## src/rtl/uart_fifo_tx.sv

```systemverilog
// uart_fifo_tx: 8N1 serial transmitter fed by a small circular FIFO.
// Bytes are enqueued on each rising edge of load_data, then shifted out LSB first.
// Frames are sent back-to-back while the FIFO holds data.
module uart_fifo_tx #(
  parameter int BAUD_DIV = 434,
  parameter int FIFO_AW  = 2
) (
  input  logic             sysclk,
  input  logic             sysreset_n,
  input  logic [7:0]       parallel_in,
  input  logic             load_data,
  input  logic             clear_overflow,
  output logic             tx_line,
  output logic             tx_busy,
  output logic             tx_idle,
  output logic             overflow,
  output logic [FIFO_AW:0] fifo_count
);

  localparam int               DEPTH     = 1 << FIFO_AW;
  localparam logic [FIFO_AW:0] CNT_FULL  = (FIFO_AW + 1)'(DEPTH);
  localparam logic [FIFO_AW:0] CNT_ONE   = (FIFO_AW + 1)'(1);
  localparam logic [FIFO_AW-1:0] PTR_ONE = FIFO_AW'(1);
  localparam logic [15:0]      BAUD_LAST = 16'(BAUD_DIV - 1);

  typedef enum logic [1:0] {IDLE, START, DATA, STOP} state_e;

  state_e             state_q, state_d;
  logic [15:0]        baud_cnt_q, baud_cnt_d;
  logic [2:0]         bit_cnt_q, bit_cnt_d;
  logic [7:0]         shreg_q, shreg_d;
  logic               tx_q, tx_d;
  logic               load_q, load_d;
  logic               ovf_q, ovf_d;
  logic [FIFO_AW:0]   count_q, count_d;
  logic [FIFO_AW-1:0] rd_ptr_q, rd_ptr_d;
  logic [FIFO_AW-1:0] wr_ptr_q, wr_ptr_d;
  logic [7:0]         fifo_mem_q [DEPTH];

  logic full, empty, load_edge, push, drop, pop, baud_end;
  logic [7:0] head;

  // Load edge detection and FIFO status, all from state registered before the edge
  always_comb begin
    full      = (count_q == CNT_FULL);
    empty     = (count_q == '0);
    load_edge = load_data & ~load_q;
    push      = load_edge & ~full;
    drop      = load_edge & full;
    load_d    = load_data;
    head      = fifo_mem_q[rd_ptr_q];
    baud_end  = (baud_cnt_q == BAUD_LAST);
  end

  // Transmit FSM: frame sequencing, bit timing and FIFO pop requests
  always_comb begin
    state_d    = state_q;
    baud_cnt_d = baud_cnt_q;
    bit_cnt_d  = bit_cnt_q;
    shreg_d    = shreg_q;
    tx_d       = tx_q;
    pop        = 1'b0;
    unique case (state_q)
      IDLE: begin
        tx_d = 1'b1;
        if (!empty) begin
          pop        = 1'b1;
          shreg_d    = head;
          baud_cnt_d = '0;
          tx_d       = 1'b0;
          state_d    = START;
        end
      end
      START: begin
        if (baud_end) begin
          baud_cnt_d = '0;
          bit_cnt_d  = '0;
          tx_d       = shreg_q[0];
          state_d    = DATA;
        end else begin
          baud_cnt_d = baud_cnt_q + 16'd1;
        end
      end
      DATA: begin
        if (baud_end) begin
          baud_cnt_d = '0;
          if (bit_cnt_q == 3'd7) begin
            tx_d    = 1'b1;
            state_d = STOP;
          end else begin
            // Next bit is taken from shreg[1] so the pin updates on the shift edge
            shreg_d   = {1'b0, shreg_q[7:1]};
            tx_d      = shreg_q[1];
            bit_cnt_d = bit_cnt_q + 3'd1;
          end
        end else begin
          baud_cnt_d = baud_cnt_q + 16'd1;
        end
      end
      STOP: begin
        if (baud_end) begin
          baud_cnt_d = '0;
          if (!empty) begin
            // Chain straight into the next start bit with no idle gap
            pop     = 1'b1;
            shreg_d = head;
            tx_d    = 1'b0;
            state_d = START;
          end else begin
            tx_d    = 1'b1;
            state_d = IDLE;
          end
        end else begin
          baud_cnt_d = baud_cnt_q + 16'd1;
        end
      end
      default: state_d = IDLE;
    endcase
  end

  // FIFO pointers, occupancy and sticky overflow (a drop beats a clear)
  always_comb begin
    wr_ptr_d = push ? (wr_ptr_q + PTR_ONE) : wr_ptr_q;
    rd_ptr_d = pop  ? (rd_ptr_q + PTR_ONE) : rd_ptr_q;
    unique case ({push, pop})
      2'b10:   count_d = count_q + CNT_ONE;
      2'b01:   count_d = count_q - CNT_ONE;
      default: count_d = count_q;
    endcase
    if (drop)                ovf_d = 1'b1;
    else if (clear_overflow) ovf_d = 1'b0;
    else                     ovf_d = ovf_q;
  end

  // Control registers; reset aborts any frame and empties the FIFO
  always_ff @(posedge sysclk or negedge sysreset_n) begin
    if (!sysreset_n) begin
      state_q    <= IDLE;
      baud_cnt_q <= '0;
      bit_cnt_q  <= '0;
      tx_q       <= 1'b1;
      load_q     <= 1'b1;
      ovf_q      <= 1'b0;
      count_q    <= '0;
      rd_ptr_q   <= '0;
      wr_ptr_q   <= '0;
    end else begin
      state_q    <= state_d;
      baud_cnt_q <= baud_cnt_d;
      bit_cnt_q  <= bit_cnt_d;
      tx_q       <= tx_d;
      load_q     <= load_d;
      ovf_q      <= ovf_d;
      count_q    <= count_d;
      rd_ptr_q   <= rd_ptr_d;
      wr_ptr_q   <= wr_ptr_d;
    end
  end

  // Data storage: FIFO array and shift register need no reset
  always_ff @(posedge sysclk) begin
    shreg_q <= shreg_d;
    if (push) fifo_mem_q[wr_ptr_q] <= parallel_in;
  end

  assign tx_line    = tx_q;
  assign tx_busy    = full;
  assign tx_idle    = (state_q == IDLE) && empty;
  assign overflow   = ovf_q;
  assign fifo_count = count_q;

endmodule
```

## config.mk

```make
export PLATFORM = sky130hd
export DESIGN_NAME = uart_fifo_tx
export DESIGN_NICKNAME = d
export VERILOG_FILES = /design/src/rtl/uart_fifo_tx.sv
export SDC_FILE = /design/constraint.sdc
export NUM_CORES = 1
export LEC_CHECK = 0
export CORE_ASPECT_RATIO = 1.5
export CORE_MARGIN = 5
export CORE_UTILIZATION = 38
export CTS_CLUSTER_SIZE = 20
export DETAILED_ROUTE_END_ITERATION = 12
export SYNTH_ARGS = -nofsm -noshare
export SYNTH_HDL_FRONTEND = slang
export SYNTH_SLANG_ARGS = --single-unit
export TNS_END_PERCENT = 100
```

## constraint.sdc

```tcl
create_clock -name sysclk -period 8.75 [get_ports sysclk]
set_input_delay 1.3125 -clock sysclk [delete_from_list [all_inputs] [get_ports sysclk]]
set_output_delay 1.3125 -clock sysclk [all_outputs]
set_load 0.05 [all_outputs]
```

==> key figures <==
Synth
  • Number of synthesized flops with an enable pin: 40
  • Top FF cell, synth: edfxtp_1
  • Syn avg cell area: about 13 um2
  • Fraction of registers with async set/reset: approximately 44%
  • Sequential share of the synthesized area: a little under three fifths
  • Netlist cell types: 53
  • Synth Net Count: 296
  • Mapped Area: 3450 um2
  • Post-synthesis register bit count: between 70 and 80
  • YS warnings: 0
  • Cells after Synth: around 270

Critical path
  • WP data required: 7.44 ns
  • R2r worst-path depth: 11
  • CP endpoint: tx_idle
  • RR Startpoint: baud_cnt_q[0]
  • WS Path Type: reg -> out
  • Setup crit start kind: register
  • FF-to-FF End: fifo_count[2]
  • Crit path from: state_q[0]
  • Register-to-register setup slack: about 5.9 ns
  • Critical Path End Type: output pin
  • Crit path arrival time: about 3.2 ns
  • Crit Path Max Fanout: 23

Floorplan
  • IO Pins: 19
  • Core area: 8880 um2
  • Initial Utilization: around two fifths
  • FP Rows: 42
  • Die area: between 10000 and 15000 um2
  • Die span in x: 87.8 um
  • Die Y: about 130 um

Placement
  • Dpl ws: between 4 and 5 ns
  • DP Wirelength: 4600 um
  • Placed insts: about 390
  • # port buffers: 18
  • Dpl cell area: 3720 um2
  • GPL Wtd Cong: slightly below 0.8

STA
  • Fmax: about 0.22 GHz
  • Setup-failing EPs final: 0
  • Final worst slack: around 4.3 ns
  • Clock skew: 0.00631 ns
  • Final Cycle Share: between 50% and 60%
  • Worst-case hold slack: ~0.48 ns
  • Slew @ Worst Pin: 0.811 ns
  • Fin. max-slew vios: 0
  • Final Hold Vio Count: 0
  • RSZ-0062 raised after global routing: false
  • Crit path time final: around 4.5 ns
  • Setup TNS Final: 0 ns
  • Worst slew margin: 45.5%

Layout
  • Final non-filler cell area: ~4000 um2
  • Share of cells above drive strength 1: between 10% and 20%
  • Ant diodes: 0
  • Final Core Density: 45.1%
  • Final Non-Filler Cells: 403
  • Area grow syn2layout: 16.0%
  • Total Nets Final: 315

Hold path
  • Tightest Hold Check Type: reg -> reg

Power
  • Post-layout power: approximately 1.3 mW
  • Worst VDD drop: 192 uV
  • PD cells: between 300 and 400 nW/um2
  • Leak: about 1.5 nW

Detailed routing
  • Final wirelength: 6530 um
  • Top Metal Used: met4
  • Post-detailed-route DRC marker count: 0
  • WL met2: 3570 um
  • Met3 routed WL: between 150 and 200 um
  • Drt wl/cell: approximately 16 um
  • DRT iter0 DRCs: ~130
  • Via Count: approximately 2200
  • Wl on met1: roughly 2700 um
  • First-pass DRT Iterations: 4
  • Via density: approximately 5.6
  • Routed Antenna Nets: 0

Clock tree
  • Clock Sinks: 71
  • Post-CTS sizing: 0
  • CTS tree: done
  • CTS Buf Count: 9
  • Worst-case clock buffer depth: 2
  • Post-CTS Hold Fix Bufs: 0
  • CTS clock-pin slew for the worst setup and hold paths: ~0.06 ns
  • Worst skew pair latency: between 0.3 and 0.4 ns
  • H-Tree Depth: 3
  • Postcts setup bufs: 0
  • Root Driver: clkbuf_16

Global routing
  • All-Layer GR Usage: between 10% and 20%
  • First-pass GRT wire length: 11200 um
  • Initial antenna violation count: 0
  • Gr ovfl total: 0
  • Largest net degree at the start of global routing: 32
  • Vias in the first global route: between 2000 and 2500

Outcome
  • Status: finished clean

Job
  • Maxcap violations: 0
==> where the power goes <==
| part | internal, mW | total [mW] | switching [mW] |
|---|---|---|---|
| Clock | 0.195 | 0.340 | 0.145 |
| Combinational | 0.180 | 0.436 | 0.255 |
| Sequential | 0.445 | 0.503 | 0.0585 |
| Total | 0.820 | 1.28 | 0.459 |
==> routing by layer <==
layer / global-route usage [%] / vias up
li1: - / 1069
met1: 15.0 / 1141
met2: 22.2 / 29
met3: 2.99 / 9
met4: 6.96 / 0
met5: 0 / -
==> cells in the mapped netlist, types with 4 or more instances <==
| master | instances | area, um2 |
|---|---|---|
| xnor2_1 | 4 | 35.0 |
| clkbuf_1 | 8 | 30.0 |
| ha_1 | 14 | 175 |
| mux4_2 | 8 | 180 |
| and2_1 | 4 | 25.0 |
| inv_1 | 19 | 71.3 |
| nor2_1 | 7 | 26.3 |
| o21ai_0 | 8 | 40.0 |
| a21oi_1 | 5 | 25.0 |
| or4_1 | 4 | 30.0 |
| dfrtp_1 | 29 | 726 |
| nor3_1 | 6 | 30.0 |
| a22o_1 | 10 | 87.6 |
| o31ai_1 | 4 | 30.0 |
| nand2_1 | 17 | 63.8 |
| edfxtp_1 | 40 | 1200 |
| nand3_1 | 9 | 45.0 |
| nor4_1 | 7 | 43.8 |
==> cell usage in the layout, fill, tap and decap left out, drive strengths merged, types with 4 or more instances in the layout <==
cell type,synthesis,final
a21oi,5,5
a22o,10,10
and2,4,4
clkbuf,8,9
clkdlybuf4s50,0,18
clkinv,1,4
dfrtp,29,29
edfxtp,40,40
ha,14,14
inv,19,22
mux4,8,8
nand2,17,17
nand3,9,9
nor2,7,7
nor3,6,6
nor4,8,8
o21ai,10,10
o311ai,4,4
o31ai,4,4
or4,4,4
xnor2,4,4
==> state kept, by name, summed over array words and instances, names as in the netlist <==
register    flops
tx_line         1
overflow        1
load_q          1
shreg_q         8
fifo_mem_q     32
rd_ptr_q        2
bit_cnt_q       3
fifo_count      3
state_q         2
baud_cnt_q     16
wr_ptr_q        2
==> cell families (layout without fill, tap and decap cells) <==
family | Yosys count | count (layout) | synth area share, %
buffers and inverters | 32 | 56 | 3.95
adders and majority gates | 15 | 15 | 5.65
muxes | 13 | 13 | 6.78
AOI/OAI and AO/OA | 55 | 55 | 11.6
DFF | 71 | 71 | 57.3
and+or+nand+nor | 76 | 76 | 12.9
xor gates and xnor gates | 7 | 7 | 1.78
==> final cells by class <==
class | instances | area [um2]
clock buffer | 9 | 225
clock inverter | 7 | 56.3
fill | 825 | 4870
inverter | 20 | 75.1
multi-input combinational | 166 | 1340
sequential | 71 | 1980
tap | 110 | 138
timing repair buffer | 20 | 195
==> critical path, stage by stage, from the launching register on <==
cell             delay, ns
dfrtp_1               0.41
inv_1                 0.15
ha_1                  0.69
nand2_1               0.45
clkinv_1              0.30
clkdlybuf4s50_1       0.84
==> worst min-delay path by stage <==
stage	start	to	depth (start not counted)
global route	tx_line	tx_line	2
detailed placement	tx_line	tx_line	2
finish	tx_line	tx_line	2
global placement	tx_line	tx_line	2
CTS	tx_line	tx_line	2
floorplan	bit_cnt_q[1]	bit_cnt_q[1]	1
(Power assumes the default switching activity.)
